**config.mk**
```make
export PLATFORM = sky130hd
export DESIGN_NAME = vector_mac_top_flat
export DESIGN_NICKNAME = d
export VERILOG_FILES = /design/src/rtl/vecmac_pkg.sv /design/src/rtl/vector_mac_top_if.sv /design/src/rtl/vecmac_lane_dot.sv /design/src/rtl/vector_mac_top.sv /design/src/flat_wrapper.sv
export SDC_FILE = /design/constraint.sdc
export NUM_CORES = 1
export LEC_CHECK = 0
export CAP_MARGIN = 30
export CORE_MARGIN = 4
export CORE_UTILIZATION = 55
export DETAILED_ROUTE_END_ITERATION = 8
export GPL_ROUTABILITY_DRIVEN = 1
export MAX_ROUTING_LAYER = met4
export PLACE_DENSITY = 0.86
export RECOVER_POWER = 50
export SYNTH_ARGS = -nofsm -noshare
export SYNTH_HDL_FRONTEND = slang
export SYNTH_SLANG_ARGS = --single-unit
export TNS_END_PERCENT = 5
```
**constraint.sdc**
```tcl
create_clock -name clk -period 7.3 [get_ports clk]
set_clock_uncertainty 0.05 [all_clocks]
set_input_delay 1.46 -clock clk [delete_from_list [all_inputs] [get_ports clk]]
set_output_delay 1.46 -clock clk [all_outputs]
set_load 0.02 [all_outputs]
```
**src/rtl/vecmac_pkg.sv**
```systemverilog
// Shared constants and beat-tag payload for the vector MAC engine.
package vecmac_pkg;

  localparam int unsigned DATA_W    = 8;
  localparam int unsigned BUS_W     = 32;
  localparam int unsigned PROD_W    = 16;
  localparam int unsigned TERM_W    = 18;
  localparam int unsigned ACC_W     = 32;
  localparam int unsigned LANES_MAX = BUS_W / DATA_W;

  typedef struct packed {
    logic              first;
    logic              last;
    logic [TERM_W-1:0] term;
  } beat_tag_t;

endpackage

```
**src/rtl/vector_mac_top_if.sv**
```systemverilog
// Vector beat input and scalar result output bundle of the vector MAC.
interface vector_mac_top_if;
  import vecmac_pkg::*;

  logic             vec_valid;
  logic [BUS_W-1:0] vec_a;
  logic [BUS_W-1:0] vec_b;
  logic             result_valid;
  logic [ACC_W-1:0] result_sum;

  modport master (
    output vec_valid, vec_a, vec_b,
    input  result_valid, result_sum
  );

  modport slave (
    input  vec_valid, vec_a, vec_b,
    output result_valid, result_sum
  );
endinterface

```
**src/rtl/vecmac_lane_dot.sv**
```systemverilog
// Combinational masked sum of up to four unsigned byte-lane products.
module vecmac_lane_dot
  import vecmac_pkg::*;
#(
  parameter int unsigned ACTIVE_LANES = 1
) (
  input  logic [BUS_W-1:0]     vec_a,
  input  logic [BUS_W-1:0]     vec_b,
  input  logic [LANES_MAX-1:0] lane_mask,
  output logic [TERM_W-1:0]    term_c
);

  // Single-lane builds only ever see byte lane 0.
  localparam logic [LANES_MAX-1:0] LANE_EN = (ACTIVE_LANES == 4) ? 4'hF : 4'h1;

  logic [LANES_MAX-1:0] lane_on;
  logic [PROD_W-1:0]    prod [LANES_MAX];

  assign lane_on = LANE_EN & lane_mask;

  always_comb begin
    term_c = '0;
    for (int i = 0; i < LANES_MAX; i++) begin
      prod[i] = PROD_W'(vec_a[DATA_W*i +: DATA_W]) * PROD_W'(vec_b[DATA_W*i +: DATA_W]);
      if (lane_on[i]) term_c = term_c + TERM_W'(prod[i]);
    end
  end

endmodule

```
**src/rtl/vector_mac_top.sv**
```systemverilog
// Unsigned INT8 dot-product engine: 3-stage beat/accumulate/result pipeline.
// Optional VECMAC_SATURATE_EN clamps the accumulator at all-ones instead of wrapping.
module vector_mac_top
  import vecmac_pkg::*;
#(
  parameter int unsigned ELEMS        = 1000,
  parameter int unsigned ACTIVE_LANES = 1
) (
  input  logic             clk,
  input  logic             rst_n,
  vector_mac_top_if.slave  bus
);

  localparam int unsigned BEATS = (ELEMS + ACTIVE_LANES - 1) / ACTIVE_LANES;
  localparam int unsigned CNT_W = (BEATS > 1) ? $clog2(BEATS) : 1;
  localparam int unsigned REM   = ELEMS % ACTIVE_LANES;
  localparam int unsigned SUM_W = ACC_W + 1;
  localparam logic [LANES_MAX-1:0] LAST_MASK =
    (REM == 0) ? 4'hF : LANES_MAX'((1 << REM) - 1);

  if ((ACTIVE_LANES != 1) && (ACTIVE_LANES != 4)) begin : g_bad_lanes
    $error("vector_mac_top: ACTIVE_LANES must be 1 or 4");
  end
  if (ELEMS < 1) begin : g_bad_elems
    $error("vector_mac_top: ELEMS must be at least 1");
  end

  logic [CNT_W-1:0]     cnt_q, cnt_d;
  logic                 is_first_c, is_last_c;
  logic [LANES_MAX-1:0] mask_c;
  logic [TERM_W-1:0]    term_c;
  beat_tag_t            s1_q, s1_d;
  logic                 s1_vld_q;
  logic [ACC_W-1:0]     acc_q, acc_d, acc_add_c;
  logic                 s2_last_q;

  assign is_first_c = (cnt_q == '0);
  assign is_last_c  = (cnt_q == CNT_W'(BEATS - 1));
  assign mask_c     = is_last_c ? LAST_MASK : 4'hF;

  vecmac_lane_dot #(.ACTIVE_LANES(ACTIVE_LANES)) u_lane_dot (
    .vec_a     (bus.vec_a),
    .vec_b     (bus.vec_b),
    .lane_mask (mask_c),
    .term_c    (term_c)
  );

  // Beat counter and stage-1 tag capture.
  always_comb begin
    cnt_d = cnt_q;
    s1_d  = '{first: is_first_c, last: is_last_c, term: term_c};
    if (bus.vec_valid) cnt_d = is_last_c ? '0 : cnt_q + CNT_W'(1);
  end

`ifdef VECMAC_SATURATE_EN
  logic [SUM_W-1:0] sum_wide_c;
  assign sum_wide_c = SUM_W'(acc_q) + SUM_W'(s1_q.term);
  // Once at all-ones every further add carries, so the clamp holds until a first beat.
  assign acc_add_c  = sum_wide_c[ACC_W] ? '1 : sum_wide_c[ACC_W-1:0];
`else
  assign acc_add_c  = acc_q + ACC_W'(s1_q.term);
`endif

  // A first beat loads rather than adds, so vectors can run back to back.
  always_comb begin
    acc_d = acc_q;
    if (s1_vld_q) acc_d = s1_q.first ? ACC_W'(s1_q.term) : acc_add_c;
  end

  always_ff @(posedge clk or negedge rst_n) begin
    if (!rst_n) begin
      cnt_q            <= '0;
      s1_q             <= '0;
      s1_vld_q         <= 1'b0;
      acc_q            <= '0;
      s2_last_q        <= 1'b0;
      bus.result_valid <= 1'b0;
      bus.result_sum   <= '0;
    end else begin
      cnt_q            <= cnt_d;
      s1_vld_q         <= bus.vec_valid;
      if (bus.vec_valid) s1_q <= s1_d;
      acc_q            <= acc_d;
      s2_last_q        <= s1_vld_q & s1_q.last;
      bus.result_valid <= s2_last_q;
      // acc_q still holds the finished sum here even if the next vector just started.
      if (s2_last_q) bus.result_sum <= acc_q;
    end
  end

endmodule

```
**src/flat_wrapper.sv**
```systemverilog
// flat-port wrapper written by rule: the top's interface ports become plain ports
module vector_mac_top_flat import vecmac_pkg::*;
#(
  parameter int unsigned ELEMS        = 1000,
  parameter int unsigned ACTIVE_LANES = 1
)
  (clk, rst_n, bus_vec_valid, bus_vec_a, bus_vec_b, bus_result_valid, bus_result_sum);
  vector_mac_top_if bus_i ();
  input  logic clk;
  input  logic rst_n;
  input wire logic [$bits(bus_i.vec_valid)-1:0] bus_vec_valid;
  input wire logic [$bits(bus_i.vec_a)-1:0] bus_vec_a;
  input wire logic [$bits(bus_i.vec_b)-1:0] bus_vec_b;
  output wire logic [$bits(bus_i.result_valid)-1:0] bus_result_valid;
  output wire logic [$bits(bus_i.result_sum)-1:0] bus_result_sum;
  assign bus_i.vec_valid = bus_vec_valid;
  assign bus_i.vec_a = bus_vec_a;
  assign bus_i.vec_b = bus_vec_b;
  assign bus_result_valid = bus_i.result_valid;
  assign bus_result_sum = bus_i.result_sum;
  vector_mac_top #(.ELEMS(ELEMS), .ACTIVE_LANES(ACTIVE_LANES)) u_core (.clk(clk), .rst_n(rst_n), .bus(bus_i));
endmodule
```
==> results of run 1 <==
cell families (layout without fill, tap and decap cells):
kind of cell    Yosys count  count (layout)  synth area share, %
mux                      48              48                 7.61
buf+inv                  91             143                 4.96
compound gates          132             132                 13.0
flops                    95              95                 34.0
simple gates            217             217                 16.8
fa+ha+maj                91              91                 20.3
xor+xnor                 27              27                 3.38
how the worst min path moves through the flow:
stage | from | to | slack (ns)
after floorplan | u_core.s2_last_q$_DFF_PN0_ | u_core.bus.result_valid$_DFF_PN0_ | 0.30
after global placement | u_core.s1_q[18]$_DFFE_PN0P_ | u_core.s1_q[18]$_DFFE_PN0P_ | 0.40
after detailed placement | u_core.s1_q[18]$_DFFE_PN0P_ | u_core.s1_q[18]$_DFFE_PN0P_ | 0.41
after CTS | u_core.s1_q[18]$_DFFE_PN0P_ | u_core.s1_q[18]$_DFFE_PN0P_ | 0.43
after global routing | u_core.s1_q[18]$_DFFE_PN0P_ | u_core.s2_last_q$_DFF_PN0_ | 0.47
final | u_core.s1_q[18]$_DFFE_PN0P_ | u_core.s1_q[18]$_DFFE_PN0P_ | 0.44
metal layers:
| layer | vias to the layer above | track usage, % |
|---|---|---|
| met5 | - | - |
| met4 | 0 | 7.01 |
| met3 | 34 | 2.48 |
| met2 | 127 | 35.9 |
| met1 | 2549 | 26.5 |
| li1 | 2502 | - |
stage by stage:
stage                     total power, mW  worst slack (ns)  utilization (%)  hold slack, ns  std cells
final                                2.81              1.45             65.1           0.437        921
after detailed placement             2.33              1.10             62.8           0.415        905
after CTS                            2.82              1.45             65.2           0.430        921
after global placement               2.25              1.16             62.8           0.402        905
after floorplan                      2.00              1.86                -           0.302        701
after global routing                 3.06              1.20             65.1           0.467        921
layout make-up:
| cell class | count | share of cell area [%] |
|---|---|---|
| multi-input combinational | 515 | 53.7 |
| sequential | 95 | 29.9 |
| timing repair buffer | 56 | 6.63 |
| inverter | 71 | 3.35 |
| clock buffer | 11 | 3.06 |
| tap | 168 | 2.65 |
| clock inverter | 5 | 0.709 |
layout by cell type, fill, tap and decap left out, types with 2 or more instances in the layout:
master,instances
nor3b_1,3
inv_1,70
a31oi_1,3
nor2b_1,3
mux2_2,40
clkbuf_16,9
a21oi_2,3
a221o_1,5
o211ai_1,6
and3_1,7
o21a_1,6
a21oi_1,50
nand2_1,40
ha_1,54
or4_1,2
o21ai_0,23
mux2i_1,7
clkdlybuf4s50_1,49
clkinv_2,2
xor2_1,12
xnor2_1,15
a21oi_4,2
nor4_1,2
nor3_1,9
or3_1,10
nand4_1,8
nand3b_1,4
nor2_1,47
clkbuf_1,6
a21o_1,12
nand2b_1,3
and2_1,55
dfrtp_1,95
a41o_1,3
nand3_1,13
fa_1,37
and4_4,2
state kept, by name (all words and copies together) (netlist names):
register,count
u_core.s1_vld_q,1
u_core.bus.result_valid,1
u_core.s1_q,18
u_core.s2_last_q,1
u_core.acc_q,32
u_core.bus.result_sum,32
u_core.cnt_q,10
where the power goes:
part	total (mW)	internal (mW)	switching, mW
sequential	0.786	0.659	0.127
clock	0.467	0.275	0.192
combinational	1.55	0.691	0.862
==> reports/qor.csv, run 1 <==
stage,metric,value,unit
outcome,status,"finished, violations left",
outcome,violations,"capacitance limit, slew limit",
critical_path,reg2reg_depth,7,
layout,n_fill_cell,952,
job,cap_violations,4,
clock_network,post_cts_resize_count,0,
critical_path,cp.depth,15,
grt,grt_pass1_wl,24800,um
routing,dr.first_iter.drc_count,443,
critical_path,worstSetupPathType,in -> reg,
routing,top_layer_used,met4,
floorplan,die_x,121,um
layout,syn2layout_area_growth,13.6,%
critical_path,cp_data_required_time,7.47,ns
synth,netlist_area,6990,um^2
layout,drive_gt1_share,9.83,%
grt,grt_util_all_layers,21.1,%
critical_path,end_kind,register,
layout,finalNetCount,906,
timing,max_slew_margin,-63.7,%
synth,synth_edf_count,0,
routing,drtAntennaViolNets,0,
synth,ys_ff_latch,95,
routing,drtPass1Iterations,5,
critical_path,crit_top_cell,fa_1,
power_and_ir_drop,powerDensity,353,nW/um^2
floorplan,die-area,14600,um^2
timing,grt_setup_unrepaired,no,
floorplan,core_area,12200,um^2
clock_network,htree_levels,3,
routing,post-route-drc-count,0,
grt,antenna_found_initial,0,
critical_path,crit_end,u_core.s1_q[13]$_DFFE_PN0P_,
power_and_ir_drop,power_leakage,3.75,nW
routing,wl_per_cell,15.1,um
timing,worst_slew_pin_slew,2.46,ns
power_and_ir_drop,irDropWorstVdd,0.000160,V
critical_path,crit_family,adder cells,
grt,overflow,0,
synth,async_flop_share,100,%
synth,ys_types,66,
synth,yosysWarnings,0,
timing,finalSetupViolCount,0,
timing,timing.final.crit_period,5.85,ns
layout,diodes,0,
synth,ys_seq_area_share,34.0,%
routing,drt-vias-per-instance,5.66,
synth,synth_area_per_cell,9.97,um^2
clock_network,cts-root-buf,clkbuf_16,
critical_path,r2r_start,u_core.s1_vld_q$_DFF_PN0_,
routing,wl_met3,421,um
floorplan,ioPinCount,100,
floorplan,die_h,121,um
routing,vias,5212,
critical_path,path_buf_inv,4,
clock_network,post_cts_buffers,0,
layout,multiInputGateArea,4260,um^2
timing,fmax,171,MHz
grt,grt_pass1_vias,5462,
place,place_congestion,0.950,
routing,wl_met2,6940,um
worst_hold_path,hold_path_class,reg -> reg,
clock_network,clock-sinks,95,
clock_network,numCtsBuffers,9,
clock_network,cts_tree,yes,
critical_path,worstPathArrival,6.02,ns
synth,post-synth-top-count-cell,dfrtp_1,
layout,regArea,2380,um^2
critical_path,crit_start,bus_vec_b[7],
critical_path,path_cells,clkdlybuf4s50_1 -> nand2_1 -> fa_1 -> fa_1 -> inv_1 -> fa_1 -> inv_1 -> fa_1 -> inv_1 -> ha_1 -> or4_4 -> o221a_4 -> a31oi_4 -> xnor2_1 -> mux2_2,
timing,fin_setup_tns,0,ns
clock_network,cts_buffer_depth,2,
critical_path,critical_path_peak_fanout,8,
layout,fin_area,7940,um^2
synth,syn_nets,859,
grt,grt_max_degree,49,
clock_network,cts_hold_buffers,0,
routing,wirelength,13900,um
timing,finalCritPeriodShare,80.1,%
synth,synth_top_area_share,34.0,%
timing,maxSlewViolCount,168,
place,port_buffers,51,
floorplan,start_util,57.3,%
timing,hold_viol_final,0,
critical_path,critPathMaxStageDelay,0.61,ns
synth,syn_inst,701,
critical_path,crit_path_top_delay_cell,clkdlybuf4s50_1,
place,placedInstanceArea,7670,um^2
critical_path,cp-start-kind,input pin,
critical_path,reg2reg_slack,4.16,ns
synth,synth-main-ff-cell,dfrtp_1,
critical_path,r2r-end,u_core.acc_q[30]$_DFFE_PN0P_,
clock_network,cts.clk_slew.worst_paths,0.06,ns
routing,wl_met1,6240,um
clock_network,clk_latency,0.34,ns
place,dpl.hpwl,10700,um
floorplan,num_rows,40,
synth,synth_top_area_cell,dfrtp_1,
worst_hold_path,hold_depth,1,
synth,synth_common_cells,"dfrtp_1, inv_1, and2_1",
synth,synthTopCellsByArea,"dfrtp_1, fa_1, ha_1",
No activity file was read; power rests on OpenSTA's default activity.
==> run 2, diff against run 1 <==
Settings changed: CORE_UTILIZATION 55 to 51, PLACE_DENSITY 0.86 to 0.84.
Clock period 7.3 ns to 5.3 ns, I/O delays scaled along.
==> run 2 against run 1 <==
The flow still finishes with violations (capacitance limit, slew limit); clock-buffer cell count did not move; non-clock buffer count increased by 37; worst setup slack lost 1.3 ns; cell count increased by 4.9%; via count increased by 1.9%; die area rose by 7.3%.
==> reports/qor.csv, run 2 (same netlist as run 1, synthesis figures left out) <==
stage,metric,value,unit,change
job,cap_violations,2,,was 4
routing,wirelength,14500,um,was 13900 um
layout,layout_common_cells,"dfrtp_1, inv_1, and2_1",,unchanged
routing,post-route-drc-count,0,,unchanged
timing,maxSlewViolCount,67,,was 168
layout,diodes,0,,unchanged
timing,worst_slew_pin_slew,2.01,ns,was 2.46 ns
place,dpl.hpwl,11300,um,was 10700 um
worst_hold_path,hold_path_class,reg -> reg,,unchanged
routing,wl_per_cell,15.0,um,was 15.1 um
place,dp_worst_setup_slack,-0.416,ns,was 1.10 ns
critical_path,end_kind,register,,unchanged
routing,dr.first_iter.drc_count,336,,was 443
clock_network,htree_levels,3,,unchanged
routing,drtPass1Iterations,5,,unchanged
timing,max_slew_margin,-33.8,%,was -63.7%
layout,utilization,62.0,%,was 65.1%
grt,grt_util_all_layers,19.9,%,was 21.1%
floorplan,core_area,13300,um^2,was 12200 um^2
worst_hold_path,hp-start,u_core.s1_q[18]$_DFFE_PN0P_,,unchanged
power_and_ir_drop,power_leakage,4.00,nW,was 3.75 nW
routing,vias,5313,,was 5212
timing,finalCritPeriodShare,97.6,%,
clock_network,clk_latency,0.35,ns,was 0.34 ns
grt,grt_pass1_wl,25400,um,was 24800 um
floorplan,die_x,125,um,was 121 um
power_and_ir_drop,p_sw_share,41.7,%,was 42.1%
outcome,status,"finished, violations left",,unchanged
grt,grt_pass1_vias,5616,,was 5462
critical_path,worstSetupPathType,in -> reg,,unchanged
grt,overflow,0,,unchanged
critical_path,reg2reg_depth,4,,was 7
timing,holdWs,0.437,ns,about the same
power_and_ir_drop,seqPwrFrac,27.1,%,was 28.0%
timing,hold_viol_final,0,,unchanged
power_and_ir_drop,irDropWorstVdd,0.000225,V,was 0.000160 V
layout,syn2layout_area_growth,18.3,%,was 13.6%
timing,grt_setup_unrepaired,no,,unchanged
clock_network,cts.clk_slew.worst_paths,0.06,ns,about the same
routing,drt-vias-per-instance,5.50,,was 5.66
grt,antenna_found_initial,0,,unchanged
power_and_ir_drop,powerDensity,489,nW/um^2,was 353 nW/um^2
routing,drtAntennaViolNets,0,,unchanged
floorplan,num_rows,42,,was 40
timing,fmax,193,MHz,
clock_network,numCtsBuffers,9,,unchanged
power_and_ir_drop,combPwrFrac,56.5,%,was 55.4%
outcome,violations,"capacitance limit, slew limit",,unchanged
clock_network,clock-sinks,95,,unchanged
power_and_ir_drop,clock_power_share,16.4,%,was 16.6%
place,port_buffers,51,,unchanged
timing,timing.final.ws_setup,0.127,ns,was 1.45 ns
clock_network,cts_hold_buffers,0,,unchanged
critical_path,worstPathArrival,5.35,ns,was 6.02 ns
layout,reg_top3,"u_core.acc_q (32), u_core.bus.result_sum (32), u_core.s1_q (18)",,unchanged
clock_network,cts-root-buf,clkbuf_16,,unchanged
layout,finalNetCount,943,,was 906
worst_hold_path,hold_depth,1,,unchanged
floorplan,die_h,125,um,was 121 um
place,placed_cells,950,,was 905
floorplan,die-area,15600,um^2,was 14600 um^2
layout,final-instance-count-excl-fill,966,,was 921
power_and_ir_drop,p_sw,1.69,mW,was 1.18 mW
layout,drive_gt1_share,14.9,%,was 9.83%
layout,n_fill_cell,1083,,was 952
place,place_congestion,0.896,,was 0.950
layout,final_common_cell,dfrtp_1,,unchanged
critical_path,cp_data_required_time,5.48,ns,was 7.47 ns
critical_path,cp-start-kind,input pin,,unchanged
timing,timing.final.crit_period,5.17,ns,
power_and_ir_drop,power.internal,2.36,mW,was 1.62 mW
clock_network,cts_buffer_depth,2,,unchanged
clock_network,cts_tree,yes,,unchanged
grt,grt_max_degree,58,,was 49
critical_path,critical_path_peak_fanout,2,,was 8
floorplan,start_util,52.4,%,was 57.3%
floorplan,ioPinCount,100,,unchanged
critical_path,r2r_start,u_core.s1_vld_q$_DFF_PN0_,,unchanged
critical_path,crit_start,bus_vec_a[0],,was bus_vec_b[7]
timing,finalSetupViolCount,0,,unchanged
[run 2: through the flow]
stage          area [um^2]  TNS, ns  power (mW)
2_1_floorplan         6990        0        2.76
3_3_place_gp          7960    -1.46        3.25
3_5_place_dp          7960    -2.19        3.37
4_1_cts               8270        0        4.06
5_1_grt               8270        0        4.39
6_report              8270        0        4.05
[run 2: cell type report]
type	instances	area (um^2)	area share [%]
clock buffers	11	253	3.06
clock inverters	5	63.8	0.771
inverters	71	267	3.22
multi-input cells	515	4270	51.6
flip-flops and latches	95	2380	28.7
well taps	176	220	2.66
repair buffers	93	820	9.91
[run 2: power by group through the flow]
| stage | logic (mW) | clock network [mW] | registers (mW) |
|---|---|---|---|
| 2_1_floorplan | 1.70 | 0 | 1.06 |
| 3_3_place_gp | 2.15 | 0 | 1.10 |
| 3_5_place_dp | 2.26 | 0 | 1.11 |
| 4_1_cts | 2.29 | 0.678 | 1.09 |
| 5_1_grt | 2.56 | 0.707 | 1.12 |
| 6_report | 2.29 | 0.664 | 1.10 |
[run 2: layer usage]
layer  vias to the layer above  global-route usage [%]  routed length (um)
li1                       2574                       -                   -
met1                      2624                    23.2                6240
met2                        87                    35.1                7560
met3                        28                    3.71                 424
met4                         0                    5.99                 278
met5                         -                       -                   0
[run 2: path summary, 6_finish.rpt]
kind / to / slack, ns
max: u_core.s1_q[13]$_DFFE_PN0P_ / 0.13
min: u_core.s1_q[18]$_DFFE_PN0P_ / 0.44
max reg2reg: u_core.acc_q[18]$_DFFE_PN0P_ / 2.41
min reg2reg: u_core.s1_q[18]$_DFFE_PN0P_ / 0.44
max in group asynchronous: u_core.acc_q[12]$_DFFE_PN0P_ / 1.75
min in group asynchronous: u_core.acc_q[28]$_DFFE_PN0P_ / 1.22
[run 2: timing repair]
item                                    in CTS  in global routing
hold endpoints to repair                     0                  0
buffers inserted                             0                  0
gates resized for setup                      4                  8
gates cloned                                 0                  0
pin swaps                                    0                  3
endpoints found under the setup margin       1                  6
[run 2: worst max-delay path, stage by stage]
cell             delay, ns
clkdlybuf4s50_1       0.49
nand2_1               0.08
fa_1                  0.51
fa_1                  0.54
inv_1                 0.05
fa_1                  0.54
inv_1                 0.06
fa_1                  0.53
inv_1                 0.04
ha_2                  0.18
or4_4                 0.54
o221a_4               0.28
a31oi_4               0.13
xnor2_1               0.07
mux2_2                0.26
==> run 3, diff against run 2 <==
Settings changed: CORE_UTILIZATION 51 to 55, PLACE_DENSITY 0.84 to 0.86.
Clock period 5.3 ns to 5.6 ns, I/O delays scaled along.
==> run 3 against run 2 <==
The flow still finishes with violations (capacitance limit, slew limit); largest cell class unchanged; highest routed layer unchanged; wire length is 1.9% higher; die area shrank 6.8%; global-route usage rose by 2.3 points; via count is 2.8% higher; largest power group unchanged; register-to-register slack better by 0.03 ns; cell count shrank 1.8%; sequential share of layout area is 0.24 points higher; design area fell by 0.82%; non-clock buffer count fell by 9; critical endpoint unchanged; total power fell by 5.3%.
==> reports/qor.csv, run 3 (same netlist as run 1, synthesis figures left out) <==
stage,metric,value,unit,change
outcome,status,"finished, violations left",,unchanged
outcome,violations,"capacitance limit, slew limit",,unchanged
critical_path,critPathMaxStageDelay,0.59,ns,was 0.54 ns
critical_path,crit_family,adder cells,,unchanged
floorplan,num_rows,40,,was 42
grt,antenna_found_initial,0,,unchanged
clock_network,post_cts_buffers,0,,unchanged
clock_network,htree_levels,3,,unchanged
clock_network,numCtsBuffers,9,,unchanged
grt,grt_pass1_vias,5764,,was 5616
timing,hold_viol_final,0,,unchanged
floorplan,start_util,57.3,%,was 52.4%
routing,drt-vias-per-instance,5.75,,was 5.50
critical_path,worstPathArrival,5.56,ns,was 5.35 ns
critical_path,worstSetupPathType,in -> reg,,unchanged
layout,reg_top3,"u_core.acc_q (32), u_core.bus.result_sum (32), u_core.s1_q (18)",,unchanged
place,dpl.hpwl,11300,um,about the same
timing,finalCritPeriodShare,95.9,%,
timing,fmax,186,MHz,
power_and_ir_drop,clock_power_share,18.2,%,was 16.4%
layout,final-instance-count-excl-fill,949,,was 966
floorplan,die_x,121,um,was 125 um
critical_path,r2r_start,u_core.s1_vld_q$_DFF_PN0_,,unchanged
floorplan,ioPinCount,100,,unchanged
timing,max_slew_margin,-33.2,%,was -33.8%
routing,post-route-drc-count,0,,unchanged
timing,worst_slew_pin_slew,2.00,ns,was 2.01 ns
worst_hold_path,hp-start,u_core.s1_q[18]$_DFFE_PN0P_,,unchanged
worst_hold_path,hold_depth,1,,unchanged
place,placed_cells,933,,was 950
floorplan,core_area,12200,um^2,was 13300 um^2
floorplan,die-area,14600,um^2,was 15600 um^2
critical_path,crit_top_cell,fa_1,,unchanged
grt,grt_max_degree,58,,unchanged
timing,timing.final.ws_setup,0.229,ns,was 0.127 ns
routing,dr.first_iter.drc_count,503,,was 336
clock_network,cts_buffer_depth,2,,unchanged
timing,finalSetupViolCount,0,,unchanged
layout,drive_gt1_share,13.6,%,was 14.9%
power_and_ir_drop,p_sw,1.58,mW,was 1.69 mW
grt,grt_pass1_wl,26000,um,was 25400 um
power_and_ir_drop,power_leakage,3.91,nW,was 4.00 nW
layout,finalNetCount,934,,was 943
power_and_ir_drop,power.internal,2.25,mW,was 2.36 mW
routing,wirelength,14800,um,was 14500 um
power_and_ir_drop,combPwrFrac,54.8,%,was 56.5%
layout,n_fill_cell,920,,was 1083
critical_path,reg2reg_depth,7,,was 4
critical_path,path_cells,clkdlybuf4s50_1 -> and2_1 -> fa_1 -> fa_1 -> fa_1 -> inv_1 -> fa_1 -> inv_1 -> ha_1 -> or4_1 -> o221a_4 -> a31oi_4 -> xnor2_1 -> mux2_2,,was clkdlybuf4s50_1 -> nand2_1 -> fa_1 -> fa_1 -> inv_1 -> fa_1 -> inv_1 -> fa_1 -> inv_1 -> ha_2 -> or4_4 -> o221a_4 -> a31oi_4 -> xnor2_1 -> mux2_2
critical_path,r2r-end,u_core.acc_q[30]$_DFFE_PN0P_,,was u_core.acc_q[18]$_DFFE_PN0P_
layout,syn2layout_area_growth,17.4,%,was 18.3%
job,cap_violations,3,,was 2
power_and_ir_drop,powerDensity,467,nW/um^2,was 489 nW/um^2
critical_path,critical_path_peak_fanout,6,,was 2
grt,overflow,0,,unchanged
power_and_ir_drop,p_sw_share,41.4,%,was 41.7%
timing,grt_setup_unrepaired,no,,unchanged
place,dp_worst_setup_slack,-0.168,ns,was -0.416 ns
clock_network,post_cts_resize_count,0,,was 4
routing,wl_per_cell,15.6,um,was 15.0 um
grt,grt_util_all_layers,22.2,%,was 19.9%
layout,final_common_cell,dfrtp_1,,unchanged
critical_path,crit_path_top_delay_cell,clkdlybuf4s50_1,,was fa_1
power_and_ir_drop,irDropWorstVdd,0.000230,V,was 0.000225 V
critical_path,reg2reg_slack,2.44,ns,was 2.41 ns
place,port_buffers,51,,unchanged
worst_hold_path,hold_path_class,reg -> reg,,unchanged
floorplan,die_h,121,um,was 125 um
layout,diodes,0,,unchanged
clock_network,cts_hold_buffers,0,,unchanged
layout,layout_common_cells,"dfrtp_1, inv_1, and2_1",,unchanged
routing,drtAntennaViolNets,0,,unchanged
power_and_ir_drop,seqPwrFrac,26.9,%,was 27.1%
worst_hold_path,whs_endpoint,u_core.s1_q[18]$_DFFE_PN0P_,,unchanged
routing,drtPass1Iterations,5,,unchanged
timing,maxSlewViolCount,109,,was 67
timing,timing.final.crit_period,5.37,ns,
critical_path,cp_data_required_time,5.78,ns,was 5.48 ns
clock_network,cts_tree,yes,,unchanged
critical_path,end_kind,register,,unchanged
clock_network,clock-sinks,95,,unchanged
clock_network,cts-root-buf,clkbuf_16,,unchanged
clock_network,cts.clk_slew.worst_paths,0.06,ns,about the same
place,place_congestion,0.968,,was 0.896
routing,vias,5460,,was 5313
critical_path,cp-start-kind,input pin,,unchanged
clock_network,clk_latency,0.35,ns,about the same
critical_path,path_buf_inv,3,,was 4
==> run 3: cell types whose count changed in the layout (fill, tap and decap cells not counted), moves of 2 or more <==
| cell | change |
|---|---|
| clkdlybuf4s50_1 | +10 |
| buf_4 | -10 |
| clkbuf_8 | -2 |
| dlymetal6s2s_1 | -6 |
| dlygate4sd2_1 | -4 |
| bufinv_16 | +2 |
==> run 3: routing by layer <==
| layer | GRT usage, % | up-vias | wire length [um] | share of wire, % |
|---|---|---|---|---|
| met5 | - | - | 0 | 0 |
| met4 | 7.44 | 0 | 247 | 1.7 |
| met3 | 3.18 | 33 | 638 | 4.3 |
| met2 | 39.8 | 181 | 7680 | 52 |
| met1 | 25.7 | 2682 | 6210 | 42 |
| li1 | - | 2564 | - | - |
==> run 3: final cells by class <==
cell class / count / area, um^2 / area share, %
inverter: 71 / 267 / 3.25
timing repair buffer: 84 / 738 / 9.00
clock inverter: 7 / 120 / 1.46
tap: 168 / 210 / 2.56
multi-input combinational: 515 / 4270 / 52.0
clock buffer: 9 / 225 / 2.74
sequential: 95 / 2380 / 29.0
==> run 3: power groups by stage <==
stage          Combinational [mW]  Sequential (mW)  Clock (mW)
2_1_floorplan                1.61             1.00           0
3_3_place_gp                 1.97             1.02           0
3_5_place_dp                 2.07             1.03           0
4_1_cts                      2.09             1.03       0.712
5_1_grt                      2.36             1.06       0.742
6_report                     2.10             1.03       0.698
==> run 3: worst max path at each step <==
stage | from | endpoint | slack [ns] | cells past startpoint
after global placement | bus_vec_b[4] | u_core.s1_q[13]$_DFFE_PN0P_ | -0.07 | 15
final | bus_vec_a[3] | u_core.s1_q[13]$_DFFE_PN0P_ | 0.23 | 14
after detailed placement | bus_vec_a[3] | u_core.s1_q[13]$_DFFE_PN0P_ | -0.17 | 14
after CTS | bus_vec_a[3] | u_core.s1_q[13]$_DFFE_PN0P_ | 0.22 | 14
after global routing | bus_vec_b[6] | u_core.s1_q[15]$_DFFE_PN0P_ | 0.07 | 15
after floorplan | bus_vec_b[7] | u_core.s1_q[13]$_DFFE_PN0P_ | 0.50 | 13
==> run 3: through the flow <==
stage	hold WS (ns)	cell area (um^2)	TNS (ns)	util [%]	total power, mW
after CTS	0.436	8220	0	67.3	3.83
final	0.434	8210	0	67.2	3.83
after detailed placement	0.421	7880	-0.386	64.5	3.11
after floorplan	0.302	6990	0	-	2.61
after global placement	0.405	7880	-0.0651	64.5	2.99
after global routing	0.472	8210	0	67.2	4.15
